===== config.mk =====
export PLATFORM = sky130hd
export DESIGN_NAME = mic1_sequencer
export DESIGN_NICKNAME = d
export VERILOG_FILES = /design/src/rtl/mic1_sequencer.sv
export SDC_FILE = /design/constraint.sdc
export NUM_CORES = 1
export LEC_CHECK = 0
export BUFFER_PORTS_ARGS = -buffer_cell sky130_fd_sc_hd__buf_4
export CORE_ASPECT_RATIO = 0.8
export CORE_MARGIN = 1
export CORE_UTILIZATION = 47
export CTS_CLUSTER_DIAMETER = 40
export DETAILED_ROUTE_END_ITERATION = 8
export MAX_ROUTING_LAYER = met4
export PLACE_DENSITY = 0.79
export SLEW_MARGIN = 20
export SYNTH_ARGS = -nofsm -noshare
export SYNTH_HDL_FRONTEND = slang
export SYNTH_SLANG_ARGS = --single-unit

===== constraint.sdc =====
create_clock -name clk -period 1.7 [get_ports clk]
set_input_delay 0.255 -clock clk [delete_from_list [all_inputs] [get_ports clk]]
set_output_delay 0.255 -clock clk [all_outputs]
set_load 0.02 [all_outputs]

===== src/rtl/mic1_sequencer.sv =====
// -----------------------------------------------------------------------------
// mic1_sequencer
//
// Microprogram sequencer for a MIC-1 style datapath. Each microinstruction is
// fetched from an external synchronous control store, held in the MIR, and
// its datapath fields are presented during EXEC. The next microprogram
// address is formed in NEXT from NEXT_ADDRESS, the JAMN/JAMZ flag jams and
// the JMPC MBR dispatch. There is no implicit increment.
//
// MIR layout:
//   [35:27] NEXT_ADDRESS  [26] JMPC  [25] JAMN  [24] JAMZ
//   [23:16] ALU           [15:7] C   [6:4] MEM  [3:0] B
//
// Ports:
//   clk        in   1       sole clock, rising edge
//   rst_n      in   1       asynchronous active-low reset
//   run        in   1       start/continue sequencing (sampled in IDLE/NEXT)
//   stall      in   1       memory wait, extends EXEC
//   cs_addr    out  ADDR_W  control-store read address (always mpc)
//   cs_rd      out  1       control-store read strobe (FETCH only)
//   cs_rdata   in   MIR_W   control-store data, valid the cycle after cs_rd
//   mbr        in   8       MBR byte for JMPC dispatch
//   alu_n      in   1       ALU N flag
//   alu_z      in   1       ALU Z flag
//   alu_ctl    out  8       {SLL8,SRA1,F0,F1,ENA,ENB,INVA,INC}
//   c_sel      out  9       C-bus write enables
//   mem_op     out  3       {WRITE,READ,FETCH}
//   b_sel      out  4       B-bus source select
//   exec_valid out  1       datapath controls are valid this cycle
//   mpc        out  ADDR_W  current microprogram counter
//
// State | meaning
// ------+----------------------------------------------------------------
// IDLE  | waiting for run; no control-store access, outputs quiet
// FETCH | cs_rd asserted with cs_addr = mpc
// LOAD  | control-store data arrives; captured into MIR at end of cycle
// EXEC  | datapath fields driven; held while stall=1; flags latched on exit
// NEXT  | mpc loaded from NEXT_ADDRESS / jams / dispatch; run re-sampled
// -----------------------------------------------------------------------------
module mic1_sequencer #(
    parameter int ADDR_W = 9,
    parameter int MIR_W  = 36
) (
    input  logic              clk,
    input  logic              rst_n,
    input  logic              run,
    input  logic              stall,
    output logic [ADDR_W-1:0] cs_addr,
    output logic              cs_rd,
    input  logic [MIR_W-1:0]  cs_rdata,
    input  logic [7:0]        mbr,
    input  logic              alu_n,
    input  logic              alu_z,
    output logic [7:0]        alu_ctl,
    output logic [8:0]        c_sel,
    output logic [2:0]        mem_op,
    output logic [3:0]        b_sel,
    output logic              exec_valid,
    output logic [ADDR_W-1:0] mpc
);

    localparam logic [2:0] ST_IDLE  = 3'd0;
    localparam logic [2:0] ST_FETCH = 3'd1;
    localparam logic [2:0] ST_LOAD  = 3'd2;
    localparam logic [2:0] ST_EXEC  = 3'd3;
    localparam logic [2:0] ST_NEXT  = 3'd4;

    localparam int NA_HI   = 35;
    localparam int NA_LO   = 27;
    localparam int JMPC_B  = 26;
    localparam int JAMN_B  = 25;
    localparam int JAMZ_B  = 24;
    localparam int ALU_HI  = 23;
    localparam int ALU_LO  = 16;
    localparam int C_HI    = 15;
    localparam int C_LO    = 7;
    localparam int MEM_HI  = 6;
    localparam int MEM_LO  = 4;
    localparam int B_HI    = 3;
    localparam int B_LO    = 0;

    logic [2:0]        state;
    logic [2:0]        state_nxt;
    logic [MIR_W-1:0]  mir;
    logic              n_flag;
    logic              z_flag;
    logic [ADDR_W-1:0] mpc_nxt;

    logic [8:0]        next_address;
    logic              jam_hi;
    logic [7:0]        addr_lo;

    // ------------------------------------------------------------------
    // State register and transitions
    // ------------------------------------------------------------------
    always_ff @(posedge clk or negedge rst_n) begin
        if (!rst_n) begin
            state <= ST_IDLE;
        end else begin
            state <= state_nxt;
        end
    end

    always_comb begin
        state_nxt = state;
        case (state)
            ST_IDLE:  state_nxt = run ? ST_FETCH : ST_IDLE;
            ST_FETCH: state_nxt = ST_LOAD;
            ST_LOAD:  state_nxt = ST_EXEC;
            ST_EXEC:  state_nxt = stall ? ST_EXEC : ST_NEXT;
            ST_NEXT:  state_nxt = run ? ST_FETCH : ST_IDLE;
            default:  state_nxt = ST_IDLE;
        endcase
    end

    // ------------------------------------------------------------------
    // MIR: captured only as LOAD ends, when the control-store data is valid
    // ------------------------------------------------------------------
    always_ff @(posedge clk or negedge rst_n) begin
        if (!rst_n) begin
            mir <= '0;
        end else if (state == ST_LOAD) begin
            mir <= cs_rdata;
        end
    end

    // ------------------------------------------------------------------
    // N/Z flags: sampled on the cycle that leaves EXEC, so values seen
    // during memory-wait cycles never reach the branch logic.
    // ------------------------------------------------------------------
    always_ff @(posedge clk or negedge rst_n) begin
        if (!rst_n) begin
            n_flag <= 1'b0;
            z_flag <= 1'b0;
        end else if ((state == ST_EXEC) && !stall) begin
            n_flag <= alu_n;
            z_flag <= alu_z;
        end
    end

    // ------------------------------------------------------------------
    // Next-address formation. The jams and the MBR dispatch are ORed onto
    // NEXT_ADDRESS; nothing is added, so 9'h1FF simply goes wherever the
    // fields point.
    // ------------------------------------------------------------------
    always_comb begin
        next_address = mir[NA_HI:NA_LO];
        jam_hi       = next_address[8]
                     | (mir[JAMN_B] & n_flag)
                     | (mir[JAMZ_B] & z_flag);
        addr_lo      = next_address[7:0] | (mir[JMPC_B] ? mbr : 8'h00);
        mpc_nxt      = {jam_hi, addr_lo};
    end

    always_ff @(posedge clk or negedge rst_n) begin
        if (!rst_n) begin
            mpc <= '0;
        end else if (state == ST_NEXT) begin
            mpc <= mpc_nxt;
        end
    end

    // ------------------------------------------------------------------
    // Outputs. Decoded from the state register so reset quiets them at once.
    // ------------------------------------------------------------------
    always_comb begin
        cs_addr    = mpc;
        cs_rd      = (state == ST_FETCH);
        exec_valid = 1'b0;
        alu_ctl    = 8'h00;
        c_sel      = 9'h000;
        mem_op     = 3'b000;
        b_sel      = 4'h0;
        if (state == ST_EXEC) begin
            exec_valid = 1'b1;
            alu_ctl    = mir[ALU_HI:ALU_LO];
            c_sel      = mir[C_HI:C_LO];
            mem_op     = mir[MEM_HI:MEM_LO];
            b_sel      = mir[B_HI:B_LO];
        end
    end

endmodule


Yosys cells after proc, flatten, opt, wreduce, memory -nomap -nowiden
Index checks and enable logic that the tools add are counted.

Word-level logic and storage cells: 27. Bits in registers: 50.

Bitwise gates (word level): 5. Equality and inequality tests: 4. Reduce and logical (&&, ||, !) cells: 4. Multiplexer cells: 9.

Operators by type and width (number): 8-bit 2-to-1 mux (2); 3-bit case mux with 4 select lines (1); 9-bit 2-to-1 mux (1); 8-bit OR (1); 3-bit by 2-bit equality test with 1-bit output (second input constant) (2); 3-bit 2-to-1 mux (2); 4-bit 2-to-1 mux (1); 3-bit by 1-bit equality test with 1-bit output (second input constant) (1); 3-bit equality test (second input constant) (1); 3-bit zero test (1); 1-bit bitwise AND (2); 1-bit 2-to-1 mux (2); 1-bit OR (2); 2-bit OR reduction (1); 1-bit logical AND (1); 1-bit zero test (1).

Longest topological paths before layout
Word-level depth: 3. Gate-level depth with buffers: 5.

Worst setup path after synthesis
No wires, ideal clock.

Kind: register to register. From: reg state[1]. To: reg mir[23]. Cell stages (with the launch flop): 5. Arrival: 1351 ps. Path slack: 224 ps. Required time: 1575 ps. Period minus slack after synthesis: 1476 ps. Library setup time: 125 ps. Cell sequence: dfrtp_1 inv_2 nor3_4 buf_6 mux2_2.

Longest elaborated chain between the ends: 1.

RTL lines: from (decl) (line 82) `logic [2:0] state;`; from (signal assigned) (line 100) `state <= state_nxt;`; 3-bit by 2-bit equality test with 1-bit output (line 122) `end else if (state == ST_LOAD) begin`; to (signal assigned) (line 123) `mir <= cs_rdata;`; to (decl) (line 84) `logic [MIR_W-1:0] mir;`.

No other way between the ends. A chain may end at the register's enable or synchronous reset.

Final worst setup path
From: reg state[2]. To: out c_sel[8].

Longest elaborated chain between the ends: 2.

RTL lines: 3-bit by 2-bit equality test with 1-bit output (line 174) `if (state == ST_EXEC) begin`; 9-bit 2-to-1 mux (line 174); to (decl) (line 55) `output logic [8:0] c_sel,`.

No other way between the ends.

==> run metrics <==
# diodes=0; register bit total from synthesis=50; initial antenna violation count=0; antenna-violating nets left=0; layout cells sized above 1=approximately 58%; Clock Root Buffer=clkbuf_8; Seq/Total Area, Yosys=approximately 57%; overall routed net length=~5.0 mm; Area Growth Syn to Fin=38.8%; average via count per standard cell=roughly 5.1; design area=between 3000 and 4000 sq um; Register-to-Register Path Depth=5; crit start category=flip-flop; crit-path max FO=8; worst reg-to-reg setup slack=about 150 ps; clock group share of total power=between 10% and 20%; required time of the critical path=between 1000 and 1500 ps; number of DRC markers in iteration 0=77; I/O Pins=between 90 and 100; cell area after synthesis=roughly 2200 sq um; post-synth top area share=~57%; Core Footprint=approximately 4300 sq um; number of global-route vias before repair=between 1500 and 2000; largest net degree at the start of global routing=a little over 50; global route overflow=0; Commonest cells post-synth=dfrtp_1 (50), mux2_2 (34), and3_1 (24), a21oi_1 (18), nor2_1 (10); CP Capture Type=output pin; total CTS buffers=5; Hold Crit Class=input port to flip-flop; Die X=roughly 78 microns; Worst Skew=~6.6 ps; Final Hold Vio Count=0; R2R Path End=mir[34]; Cells after Synth=172; Yosys top cell by area=dfrtp_1; crit path from=state[2]; Pwr Total=about 6.1 mW; count leader, synth=dfrtp_1; register share of total power=36.0%; hpwl dp=around 3.5 mm; Min Hold Slack=roughly 170 ps; Slew Limit Headroom=around 58%; Finish-stage setup viols=0; Synth Warn #=0; Lkg Pwr=roughly 1.5 nW; Post-synth EDFFs=0; Rows=21; worst reg2reg startpoint=state[1]; clock insertion delay at the later pin of the skew report=roughly 300 ps; DRC viols=0; Final period util=~98%; TritonCTS clock tree=built; Comb power frac=about 53%; Distinct cells, synth=21; Internal Power=3.77 mW; Psw=2.29 mW; Reg clk slew, reported paths=90 ps; status=finished clean; Mean Syn Cell Area=12.7 sq um; Syn Nets=roughly 220; gr usage total=a little under a quarter; CP endpoint=c_sel[8]; max_cap viols=0; Slew Limit Fails=0; Initial Util=roughly half; Post-Place Cell Area=between 2000 and 3000 sq um; Slew @ Worst Pin=between 600 and 700 ps; DR pass1 iterations=4; PwrDens=2000 nW/um^2; Sw Share=~38%; Die Y=~63 microns; Synth area leaders=dfrtp_1 (57%), mux2_2 (18%), and3_1 (6.9%); first-pass GRT wire length=8.21 mm; ys async rst share=100%; Fillers=337; Top FF cell, synth=dfrtp_1; Tmin final=about 1700 ps; clock buffer depth=2; Critical Path AT=approximately 1400 ps; H-tree depth=2; fmax=602 MHz; Worst IR Drop VDD=a little over 1 mV; vias=between 1500 and 2000; RePlAce Congestion=~0.79; Final #Nets=315; RSZ-0062 raised after global routing=yes; worst setup path category=flip-flop to output pin; die area=between 4000 and 5000 sq um; I/O Buffers=93; Sink Count=50; drt wl/cell=between 15 and 20 microns
critical path, cell delays in order (launching register included):
cell and delay [ps]:
dfrtp_2 460, nor2b_4 160, buf_4 180, and3_1 170
buf_4 140
state kept, by name (all words and copies together), names as in the netlist:
signal,cells
z_flag,1
mir,36
n_flag,1
state,3
cs_addr,9
layout make-up:
cell class / instances / area [sq um] / share of cell area (%)
clock buffer: 7 / 86.3 / 2.85
clock inverter: 1 / 5.00 / 0.165
inverter: 1 / 3.75 / 0.124
multi-input combinational: 101 / 800 / 26.4
sequential: 50 / 1250 / 41.5
tap: 57 / 71.3 / 2.36
timing repair buffer: 106 / 806 / 26.6
how the worst min path moves through the flow:
stage / start / end / slack (ps) / depth (start not counted)
3_5_place_dp: rst_n / cs_addr[3] / 310 / 1
2_1_floorplan: rst_n / cs_addr[0] / -40 / 0
5_1_grt: cs_rdata[27] / mir[27] / 170 / 2
4_1_cts: cs_rdata[27] / mir[27] / 160 / 2
3_3_place_gp: rst_n / cs_addr[2] / 310 / 1
6_report: cs_rdata[27] / mir[27] / 170 / 2
layer usage:
layer / GRT usage (%) / share of wire (%) / vias to the layer above
met2: 35.2 / 47 / 70
li1: - / - / 776
met4: 7.87 / 1.7 / 0
met5: - / 0 / -
met3: 5.69 / 6.7 / 8
met1: 29.2 / 45 / 789
through the flow:
stage	util [%]	instances	setup slack (ps)	setup TNS, ps
5_1_grt	70.2	323	-16.4	-83.3
4_1_cts	69.5	320	20.9	0
3_3_place_gp	66.6	309	256	0
6_report	70.2	323	39.4	0
2_1_floorplan	-	172	224	0
3_5_place_dp	66.6	309	186	0
cell families after synthesis:
logic type             share of synthesized area (%)
DFF                                             57.4
and+or+nand+nor                                 11.6
muxes                                           19.6
AOI/OAI and AO/OA                               5.11
buffers and inverters                           6.31
power groups by stage:
stage	Sequential [mW]	Clock, mW	Combinational [mW]
after detailed placement	2.20	0	3.04
after CTS	2.19	0.716	3.14
after global routing	2.27	0.776	3.43
after floorplan	2.17	0	2.07
after global placement	2.17	0	2.97
final	2.18	0.698	3.18
layout by cell type (no fill, tap or decap), types with 2 or more instances in the layout:
cell        n
and3_1     24
clkbuf_8    6
dfrtp_1    47
nor2_1     10
buf_4     103
buf_6       2
dfrtp_2     3
a21oi_1    18
mux2_1      4
mux2_2     34
and2_1      2
timing repair:
action | 4_1_cts | 5_1_grt
setup endpoints to repair | 25 | 25
hold buffers | 1 | 0
gates resized for setup | 7 | 3
setup buffers | 1 | 3
gates cloned | 1 | 0
endpoints found under the hold margin | 50 | 0
Note: power is estimated with default switching activity, not from simulation.
